===== src/rtl/pipe_hazard_pkg.sv =====
// Shared constants, link-state type and latency helper for the hazard scoreboard.
// Forward-select codes: FWD_REGFILE..FWD_WB. Latency codes: LAT_ALU, LAT_LOAD, LAT_MUL.
// No ports: compile this file before the interface, the entry and the top.
package pipe_hazard_pkg;

  // Forward-select encoding seen by decode (value = age of the producer).
  localparam int FWD_REGFILE = 0;
  localparam int FWD_EX      = 1;
  localparam int FWD_MEM     = 2;
  localparam int FWD_WB      = 3;

  // Producer latency in cycles after entering EX until the result is forwardable.
  localparam int LAT_ALU  = 0;
  localparam int LAT_LOAD = 1;
  localparam int LAT_MUL  = 2;

  typedef enum logic {
    IDLE   = 1'b0,
    LINKED = 1'b1
  } link_state_t;

  // Clamp a requested latency to the largest one the scoreboard tracks.
  function automatic int sat_lat(input int lat, input int max_lat);
    return (lat > max_lat) ? max_lat : lat;
  endfunction

endpackage


===== src/rtl/pipe_hazard_scoreboard_if.sv =====
// Decode <-> scoreboard bundle: issue request, source lookups, instruction class, results.
// master = decode side (drives hold/issue/sources/class), slave = scoreboard (drives
// stall, fwd_rs_sel, fwd_rt_sel, atomic, sc_success). Parameters must match the top.
interface pipe_hazard_scoreboard_if #(
  parameter int ADDR_W = 5,
  parameter int LAT_W  = 2,
  parameter int AGE_W  = 2
);
  logic              hold;
  logic              issue_valid;
  logic [ADDR_W-1:0] issue_addr;
  logic [LAT_W-1:0]  issue_lat;
  logic [ADDR_W-1:0] rs_addr;
  logic [ADDR_W-1:0] rt_addr;
  logic              rs_used;
  logic              rt_used;
  logic              is_ll;
  logic              is_sc;
  logic              is_store;
  logic              stall;
  logic [AGE_W-1:0]  fwd_rs_sel;
  logic [AGE_W-1:0]  fwd_rt_sel;
  logic              atomic;
  logic              sc_success;

  modport master (
    output hold, issue_valid, issue_addr, issue_lat,
    output rs_addr, rt_addr, rs_used, rt_used,
    output is_ll, is_sc, is_store,
    input  stall, fwd_rs_sel, fwd_rt_sel, atomic, sc_success
  );

  modport slave (
    input  hold, issue_valid, issue_addr, issue_lat,
    input  rs_addr, rt_addr, rs_used, rt_used,
    input  is_ll, is_sc, is_store,
    output stall, fwd_rs_sel, fwd_rt_sel, atomic, sc_success
  );

endinterface


===== src/rtl/pipe_hazard_scoreboard_sb_entry.sv =====
// One register's in-flight write tracker: age (pipeline position) and ready countdown.
// Ports: clk, rst_n, advance (pipeline moves), load/load_ready (new accept), age, ready.
// A load always wins over the normal advance; with advance low the entry is frozen.
module sb_entry
  import pipe_hazard_pkg::*;
#(
  parameter int DEPTH   = 3,
  parameter int MAX_LAT = 3,
  parameter int LAT_W   = $clog2(MAX_LAT + 1),
  parameter int AGE_W   = $clog2(DEPTH + 1)
) (
  input  logic             clk,
  input  logic             rst_n,
  input  logic             advance,
  input  logic             load,
  input  logic [LAT_W-1:0] load_ready,
  output logic [AGE_W-1:0] age,
  output logic [LAT_W-1:0] ready
);

  logic [AGE_W-1:0] age_q;
  logic [LAT_W-1:0] ready_q;

  always_ff @(posedge clk or negedge rst_n) begin
    if (!rst_n) begin
      age_q   <= '0;
      ready_q <= '0;
    end else if (load) begin
      // Newest producer replaces whatever was pending, including one retiring now.
      age_q   <= AGE_W'(1);
      ready_q <= load_ready;
    end else if (advance && (age_q != '0)) begin
      // After sitting in WB the value lives in the regfile only.
      age_q   <= (age_q == AGE_W'(DEPTH)) ? '0 : age_q + 1'b1;
      ready_q <= (ready_q == '0) ? '0 : ready_q - 1'b1;
    end
  end

  assign age   = age_q;
  assign ready = ready_q;

endmodule


===== src/rtl/pipe_hazard_scoreboard.sv =====
// Hazard/forwarding scoreboard beside decode: per-register producer tracking, operand
// forward selects, load/multi-cycle stall, optional LL/SC link (PIPE_HAZARD_ATOMIC_EN).
// Ports: clk, rst_n (async active-low), bus (slave modport). Lookups are combinational.
module pipe_hazard_scoreboard
  import pipe_hazard_pkg::*;
#(
  parameter int NUM_REGS = 32,
  parameter int ADDR_W   = $clog2(NUM_REGS),
  parameter int DEPTH    = 3,
  parameter int MAX_LAT  = 3,
  parameter int LAT_W    = $clog2(MAX_LAT + 1),
  parameter int AGE_W    = $clog2(DEPTH + 1)
) (
  input  logic                    clk,
  input  logic                    rst_n,
  pipe_hazard_scoreboard_if.slave bus
);

  logic [AGE_W-1:0] age_arr [NUM_REGS];
  logic [LAT_W-1:0] rdy_arr [NUM_REGS];

  logic             stall_int;
  logic             accept;
  logic             advance;
  logic [LAT_W-1:0] lat_sat;

  logic             rs_live;
  logic             rt_live;
  logic             rs_wait;
  logic             rt_wait;
  logic [AGE_W-1:0] rs_sel;
  logic [AGE_W-1:0] rt_sel;

  assign advance = ~bus.hold;
  // Writes to $0 are discarded so a consumer of $0 never waits or forwards.
  assign accept  = bus.issue_valid & ~stall_int & ~bus.hold & (bus.issue_addr != '0);
  assign lat_sat = LAT_W'(sat_lat(int'(bus.issue_lat), MAX_LAT));

  // $0 has no tracker; its slot reads as permanently idle.
  assign age_arr[0] = '0;
  assign rdy_arr[0] = '0;

  for (genvar r = 1; r < NUM_REGS; r++) begin : g_entry
    sb_entry #(
      .DEPTH   (DEPTH),
      .MAX_LAT (MAX_LAT),
      .LAT_W   (LAT_W),
      .AGE_W   (AGE_W)
    ) u_entry (
      .clk        (clk),
      .rst_n      (rst_n),
      .advance    (advance),
      .load       (accept && (bus.issue_addr == ADDR_W'(r))),
      .load_ready (lat_sat),
      .age        (age_arr[r]),
      .ready      (rdy_arr[r])
    );
  end

  // Lookup: the age of a pending producer is exactly the stage it sits in.
  always_comb begin
    rs_live = bus.rs_used && (bus.rs_addr != '0);
    rt_live = bus.rt_used && (bus.rt_addr != '0);
    rs_sel  = rs_live ? age_arr[bus.rs_addr] : '0;
    rt_sel  = rt_live ? age_arr[bus.rt_addr] : '0;
    rs_wait = rs_live && (age_arr[bus.rs_addr] != '0) && (rdy_arr[bus.rs_addr] != '0);
    rt_wait = rt_live && (age_arr[bus.rt_addr] != '0) && (rdy_arr[bus.rt_addr] != '0);
  end

  assign stall_int      = rs_wait | rt_wait;
  assign bus.stall      = stall_int;
  assign bus.fwd_rs_sel = rs_sel;
  assign bus.fwd_rt_sel = rt_sel;

`ifdef PIPE_HAZARD_ATOMIC_EN
  link_state_t link_state;
  logic        atomic_q;
  logic        link_step;

  // The link only moves when the ID instruction actually leaves decode.
  assign link_step = ~stall_int & ~bus.hold;

  always_ff @(posedge clk or negedge rst_n) begin
    if (!rst_n) begin
      link_state <= IDLE;
      atomic_q   <= 1'b0;
    end else if (link_step) begin
      case (link_state)
        IDLE: begin
          if (bus.is_ll) begin
            link_state <= LINKED;
            atomic_q   <= 1'b1;
          end
        end
        LINKED: begin
          // Any store (including the SC itself) breaks the reservation.
          if (bus.is_store || bus.is_sc) begin
            link_state <= IDLE;
            atomic_q   <= 1'b0;
          end
        end
        default: begin
          link_state <= IDLE;
          atomic_q   <= 1'b0;
        end
      endcase
    end
  end

  assign bus.atomic     = atomic_q;
  assign bus.sc_success = bus.is_sc & (link_state == LINKED);
`else
  // Without link tracking every SC fails and the class inputs are don't-care.
  logic unused_link_inputs;
  assign unused_link_inputs = ^{bus.is_ll, bus.is_sc, bus.is_store};
  assign bus.atomic         = 1'b0;
  assign bus.sc_success     = 1'b0;
`endif

endmodule

===== src/flat_wrapper.sv =====
// flat-port wrapper written by rule: the top's interface ports become plain ports
module pipe_hazard_scoreboard_flat import pipe_hazard_pkg::*;
#(
  parameter int NUM_REGS = 32,
  parameter int ADDR_W   = $clog2(NUM_REGS),
  parameter int DEPTH    = 3,
  parameter int MAX_LAT  = 3,
  parameter int LAT_W    = $clog2(MAX_LAT + 1),
  parameter int AGE_W    = $clog2(DEPTH + 1)
)
  (clk, rst_n, bus_hold, bus_issue_valid, bus_issue_addr, bus_issue_lat, bus_rs_addr, bus_rt_addr, bus_rs_used, bus_rt_used, bus_is_ll, bus_is_sc, bus_is_store, bus_stall, bus_fwd_rs_sel, bus_fwd_rt_sel, bus_atomic, bus_sc_success);
  pipe_hazard_scoreboard_if #(.ADDR_W(ADDR_W), .LAT_W(LAT_W), .AGE_W(AGE_W)) bus_i ();
  input  logic clk;
  input  logic rst_n;
  input wire logic [$bits(bus_i.hold)-1:0] bus_hold;
  input wire logic [$bits(bus_i.issue_valid)-1:0] bus_issue_valid;
  input wire logic [$bits(bus_i.issue_addr)-1:0] bus_issue_addr;
  input wire logic [$bits(bus_i.issue_lat)-1:0] bus_issue_lat;
  input wire logic [$bits(bus_i.rs_addr)-1:0] bus_rs_addr;
  input wire logic [$bits(bus_i.rt_addr)-1:0] bus_rt_addr;
  input wire logic [$bits(bus_i.rs_used)-1:0] bus_rs_used;
  input wire logic [$bits(bus_i.rt_used)-1:0] bus_rt_used;
  input wire logic [$bits(bus_i.is_ll)-1:0] bus_is_ll;
  input wire logic [$bits(bus_i.is_sc)-1:0] bus_is_sc;
  input wire logic [$bits(bus_i.is_store)-1:0] bus_is_store;
  output wire logic [$bits(bus_i.stall)-1:0] bus_stall;
  output wire logic [$bits(bus_i.fwd_rs_sel)-1:0] bus_fwd_rs_sel;
  output wire logic [$bits(bus_i.fwd_rt_sel)-1:0] bus_fwd_rt_sel;
  output wire logic [$bits(bus_i.atomic)-1:0] bus_atomic;
  output wire logic [$bits(bus_i.sc_success)-1:0] bus_sc_success;
  assign bus_i.hold = bus_hold;
  assign bus_i.issue_valid = bus_issue_valid;
  assign bus_i.issue_addr = bus_issue_addr;
  assign bus_i.issue_lat = bus_issue_lat;
  assign bus_i.rs_addr = bus_rs_addr;
  assign bus_i.rt_addr = bus_rt_addr;
  assign bus_i.rs_used = bus_rs_used;
  assign bus_i.rt_used = bus_rt_used;
  assign bus_i.is_ll = bus_is_ll;
  assign bus_i.is_sc = bus_is_sc;
  assign bus_i.is_store = bus_is_store;
  assign bus_stall = bus_i.stall;
  assign bus_fwd_rs_sel = bus_i.fwd_rs_sel;
  assign bus_fwd_rt_sel = bus_i.fwd_rt_sel;
  assign bus_atomic = bus_i.atomic;
  assign bus_sc_success = bus_i.sc_success;
  pipe_hazard_scoreboard #(.NUM_REGS(NUM_REGS), .ADDR_W(ADDR_W), .DEPTH(DEPTH), .MAX_LAT(MAX_LAT), .LAT_W(LAT_W), .AGE_W(AGE_W)) u_core (.clk(clk), .rst_n(rst_n), .bus(bus_i));
endmodule

===== config.mk =====
export PLATFORM = sky130hd
export DESIGN_NAME = pipe_hazard_scoreboard_flat
export DESIGN_NICKNAME = d
export VERILOG_FILES = /design/src/rtl/pipe_hazard_pkg.sv /design/src/rtl/pipe_hazard_scoreboard_if.sv /design/src/rtl/pipe_hazard_scoreboard_sb_entry.sv /design/src/rtl/pipe_hazard_scoreboard.sv /design/src/flat_wrapper.sv
export SDC_FILE = /design/constraint.sdc
export NUM_CORES = 1
export LEC_CHECK = 0
export CORE_MARGIN = 2
export CORE_UTILIZATION = 57
export DETAILED_ROUTE_END_ITERATION = 6
export PLACE_DENSITY = 0.87
export SLEW_MARGIN = 0
export SYNTH_ARGS = -nofsm -noshare
export SYNTH_HDL_FRONTEND = slang
export SYNTH_SLANG_ARGS = --single-unit

===== constraint.sdc =====
create_clock -name clk -period 3.29 [get_ports clk]
set_input_delay 0.658 -clock clk [delete_from_list [all_inputs] [get_ports clk]]
set_output_delay 0.658 -clock clk [all_outputs]
set_load 0.01 [all_outputs]

== Yosys cells after proc, flatten, opt, wreduce, memory -nomap -nowiden ==
Cells that the tools add are included.

* Add/subtract/negate cells: 62
* Multiply operators: 0
* Div/mod/pow operators: 0
* Order comparisons: 2
* Equal/unequal tests: 62
* Shifts and indexed selects: 0
* Muxes and demuxes: 200
* Bitwise operators: 8
* Reductions and logical operators: 168

{| class="wikitable"
|+ Operators with widths
! cell !! count
|-
| two-way mux 2 bit || 196
|-
| nonzero test 2 bit || 66
|-
| == test 5 bit (second input constant) || 16
|-
| logical AND 1 bit || 68
|-
| adder 2 x 1 -> 2 bit (second input constant) || 31
|-
| == test 2 bit (second input constant) || 31
|-
| zero test 2 bit || 31
|-
| subtractor 2 x 1 -> 2 bit (second input constant) || 31
|-
| binary-select mux 2 bit (select 5 bit) || 4
|-
| == test 5 x 4 -> 1 bit (second input constant) || 8
|-
| == test 5 x 3 -> 1 bit (second input constant) || 4
|-
| nonzero test 5 bit || 3
|-
| >= comparator 6 bit (second input constant) || 2
|-
| inverter 5 -> 6 bit || 2
|-
| == test 5 x 2 -> 1 bit (second input constant) || 2
|-
| == test 5 x 1 -> 1 bit (second input constant) || 1
|-
| AND 1 bit || 3
|-
| inverter 1 bit || 2
|-
| OR 1 bit || 1
|}

* Register bits after elaboration: 124
* Latch bits: 0
* RAM bits: 0
* Bits in read-only memories: 0
* Input bits: 26
* Output and inout bits: 7
* Word-level logic and storage cells: 564
* Memories kept: 0

== Logic depth before layout (Yosys ltp) ==
* Depth after elaboration: 14
* Mapped depth: 13
* Mapped depth without buffers: 8

== By module ==
From an unflattened synthesis, not the netlist that was laid out.

* Cells, all modules: 898
* Area, all modules: 9080.0 µm²

{| class="wikitable"
|+ By module, submodules not included
! module !! times used !! cells each !! area an instance (µm²) !! seq. area each (µm²)
|-
| sb_entry || 31 || 20 || 219.0 || 100.1
|-
| pipe_hazard_scoreboard || 1 || 278 || 2292.2 || 0.0
|}

== Least setup slack after synthesis ==
No wires, ideal clock.

* Kind: in2out
* Start point: input port bus_rs_addr[0]
* End point: output port bus_stall
* Arrival time: 2.751 ns
* Data required time: 2.632 ns
* Setup slack: -0.119 ns
* Cell stages on the path: 11
* Path buffers: 4
* Path through: buf_2 -> buf_1 -> mux4_2 -> nand2_1 -> a21oi_1 -> o32a_1 -> o32a_1 -> buf_6 -> buf_6 -> nor2_2 -> inv_2

* Cells in the longest elaborated chain, start to end: 8
* Elaborated cells on any way between the ends: 14
* Those cells by class: 6 x mux; 2 x bitwise; 6 x reduce/logical

{| class="wikitable"
|+ Ends and longest elaborated chain
! what !! line !! source
|-
| from (decl) || flat_wrapper.sv:19 || <nowiki>input wire logic [$bits(bus_i.rs_addr)-1:0] bus_rs_addr;</nowiki>
|-
| inverter 5 -> 6 bit (not written as such) || pipe_hazard_scoreboard.sv:66 || <nowiki>rs_wait = rs_live && (age_arr[bus.rs_addr] != '0) && (rdy_arr[bus.rs_addr] != '0);</nowiki>
|-
| binary-select mux 2 bit (select 5 bit) || pipe_hazard_scoreboard.sv:66 ||
|-
| two-way mux 2 bit (not written as such) (2 in series) || pipe_hazard_scoreboard.sv:66 ||
|-
| nonzero test 2 bit || pipe_hazard_scoreboard.sv:66 ||
|-
| logical AND 1 bit || pipe_hazard_scoreboard.sv:66 ||
|-
| logical AND 1 bit (*) || pipe_hazard_scoreboard.sv:66 ||
|-
| OR 1 bit (*) || pipe_hazard_scoreboard.sv:70 || <nowiki>assign stall_int = rs_wait | rt_wait;</nowiki>
|-
| to (decl) || flat_wrapper.sv:26 || <nowiki>output wire logic [$bits(bus_i.stall)-1:0] bus_stall;</nowiki>
|}

Every way passes the cells marked *; elsewhere a longest branch is shown, timed or not. The select of a mux whose other input is x is not followed.

== Worst setup path in the final report ==
* Start point: input port bus_rs_addr[1]
* End point: output port bus_stall

The elaborated chain is that of the path after synthesis.

==> qor.yml <==
status: "finished with violations"
failed_checks: "setup timing"
end_kind: "output port"
hold_buffers: 0
cts.sinks: 124
clockBufferDepth: 2
ys_seq_elements: 124
reg2reg_depth: 8
ios: 33
rrSetupSlack_ns: 0.07
final_util: 0.711
cts_made_buffers: 17
cp_data_required_time_ns: 2.63
fin_skew_ns: 0.00981
num-nets-final: 1138
die_h_um: 131
grt_start_max_net_pins: 76
cts_root_buf: "clkbuf_16"
drc: 0
clock_latency_ns: 0.43
rsz0062_at_grt: "true"
dieArea_um2: 17200
drv_cap: 0
seqPwrFrac: 0.352
stdcell_area_um2: 11300
setup-tns-final_ns: -0.0526
ys_seq_area_frac: 0.337
layout.cells.non_filler: 1279
die_w_um: 131
placed_cells: 1227
htree_levels: 4
drive_gt1_frac: 0.269
combPwrFrac: 0.388
totalWireLength_mm: 26.5
num_antenna_cells: 0
async_flop_share: 1.00
p_int_w: 0.00459
synth.avg_cell_area_um2: 9.82
synthFlopType: "dfrtp_1"
clkPwrFrac: 0.260
crit_type: "in -> out"
start_util: 0.582
critPathLaunchType: "primary input"
fmax_ghz: 0.301
fill_cells: 1037
grt_remaining_overflow: 0
synthCells: 939
port_buffers: 27
multi_input_area_um2: 5720
ir_worst_vdd_mv: 0.432
antenna_found_initial: 0
p_total_w: 0.00751
cts_tree: "done"
hp-class: "in -> async"
detail_route.wl_per_cell_um: 20.7
seqCellArea_um2: 3110
row_count: 46
fin_ws_ns: -0.0292
finalSetupViolations: 2
worst_pin_slew_ns: 0.736
drtPass1Iterations: 5
grt_usage: 0.315
first_iter_violations: 984
clkTransAtPathRegs_ns: 0.06
finalHoldViolations: 0
grt_pass1_vias: 7999
post_drt_via_cell_ratio: 6.34
power_density_nw_per_um2: 668
drv_slew: 0
gp_congestion: 0.972
synthToLayoutAreaGrowth_pct: 22.1
yosysWarnings: 0
synth_edf_count: 0
swShare: 0.390
worstReg2RegEnd: "u_core.g_entry[8].u_entry.ready[0]"
netlist_area_um2: 9220
dpl_cell_area_um2: 10300
critPathMaxFanout: 6
cellLeakagePower_nw: 5.23
ys_types: 62
dpl.hpwl_mm: 17.7
finalCriticalPeriod_ns: 3.32
grt_first_pass_wirelength_mm: 42.6
vias: 8115
cp_data_arrival_time_ns: 2.66
slew_headroom: 0.510
period_share: 1.01
r2r-start: "u_core.g_entry[12].u_entry.age[1]"
p_switching_w: 0.00293
core_area_um2: 15800
final_antenna_net_count: 0
## sequential cells by signal, summed over array words and instances, names as in the netlist
signal and count:
u_core.g_entry.u_entry.age 62, u_core.g_entry.u_entry.ready 62
## final cells by class
class	instances	share of cell area
clock buffer	19	0.0394
clock inverter	13	0.0148
inverter	66	0.0222
multi-input combinational	694	0.509
sequential	124	0.276
tap	216	0.0240
timing repair buffer	147	0.115
## critical path, cell delays in order
cell and delay, ns:
buf_4 0.13, bufbuf_16 0.27, or4_4 0.52, nand3_4 0.11, a211oi_1 0.05, o32a_1 0.34
o32a_4 0.26, nor2_4 0.13, inv_2 0.07, buf_6 0.12
## Yosys cell counts, types with 3 or more instances
| cell type | count | area (µm²) |
|---|---|---|
| dfrtp_1 | 124 | 3100 |
| nor2_1 | 85 | 319 |
| nand2_1 | 84 | 315 |
| inv_1 | 63 | 236 |
| ha_1 | 62 | 776 |
| o21ai_0 | 61 | 305 |
| mux2i_1 | 40 | 400 |
| a21oi_1 | 37 | 185 |
| mux4_2 | 37 | 833 |
| mux2_1 | 36 | 405 |
| clkbuf_1 | 34 | 128 |
| mux2_2 | 32 | 360 |
| nor3_1 | 30 | 150 |
| nand2b_1 | 22 | 138 |
| nand3_1 | 20 | 100 |
| o31a_1 | 17 | 149 |
| o21a_1 | 16 | 120 |
| or2_2 | 16 | 100 |
| a211o_1 | 11 | 96.3 |
| buf_2 | 10 | 50.1 |
| nor4_4 | 9 | 191 |
| o211ai_1 | 9 | 67.6 |
| nor3_2 | 7 | 70.1 |
| buf_6 | 5 | 56.3 |
| nand3b_1 | 5 | 37.5 |
| nor2b_1 | 5 | 31.3 |
| and2_1 | 4 | 25.0 |
| buf_4 | 4 | 30.0 |
| nor3b_1 | 4 | 30.0 |
| o32a_1 | 4 | 40.0 |
| a211oi_1 | 3 | 22.5 |
| a311oi_1 | 3 | 26.3 |
| buf_1 | 3 | 11.3 |
| or3_1 | 3 | 18.8 |
## stage by stage
stage          hold slack (ns)  worst slack [ns]
3_3_place_gp             0.542            -0.714
6_report                0.0914           -0.0292
2_1_floorplan            0.362          0.000924
4_1_cts                 0.0966           -0.0275
5_1_grt                 0.0990           -0.0750
3_5_place_dp             0.541            -0.718
## power groups by stage
stage	Combinational [W]	Clock, W	Sequential [W]
6_report	0.00292	0.00195	0.00265
5_1_grt	0.00323	0.00204	0.00269
4_1_cts	0.00283	0.00196	0.00258
3_5_place_dp	0.00274	0	0.00260
3_3_place_gp	0.00257	0	0.00257
2_1_floorplan	0.00205	0	0.00237
## repair_timing
item                                    CTS  global route
resized for setup                        47            22
gates cloned                              2             0
pin swaps                                 9            15
endpoints found under the setup margin   63            38
endpoints found under the hold margin     0             0
buffers inserted                         13             5
## cells in the final DEF, fill, tap and decap left out, types with 19 or more instances in the layout
master      n
mux2i_1    37
nand3_1    19
a21oi_1    37
mux2_1     36
nand2_1    84
dfrtp_1   122
nand2b_1   21
o21ai_0    61
mux2_2     31
inv_1      63
ha_1       62
nor2_1     84
buf_4     108
nor3_1     29
mux4_2     37
## cell families after synthesis
family,count (synthesis),share of synthesized area
and+or+nand+nor,310,0.182
AOI/OAI and AO/OA,175,0.123
muxes,145,0.217
DFF,124,0.337
buffers and inverters,122,0.0567
adders and majority gates,62,0.0841
other,1,0.000407
## per-layer routing
layer,vias up,global-route usage,wire length [µm]
met5,-,0,0
met4,0,0.130,1230
met3,123,0.0860,2550
met2,499,0.510,12400
met1,3909,0.401,10400
li1,3584,-,-
## worst max-delay path by stage
stage,endpoint,slack (ns),from,depth (start not counted)
global route,bus_stall,-0.07,bus_rs_addr[0],11
global placement,bus_stall,-0.71,bus_rt_addr[0],10
finish,bus_stall,-0.03,bus_rs_addr[1],10
floorplan,bus_stall,0.0009,bus_rs_addr[1],10
CTS,bus_stall,-0.03,bus_rs_addr[0],11
detailed placement,bus_stall,-0.72,bus_rs_addr[0],9
Power figures use the tool's default switching activity.
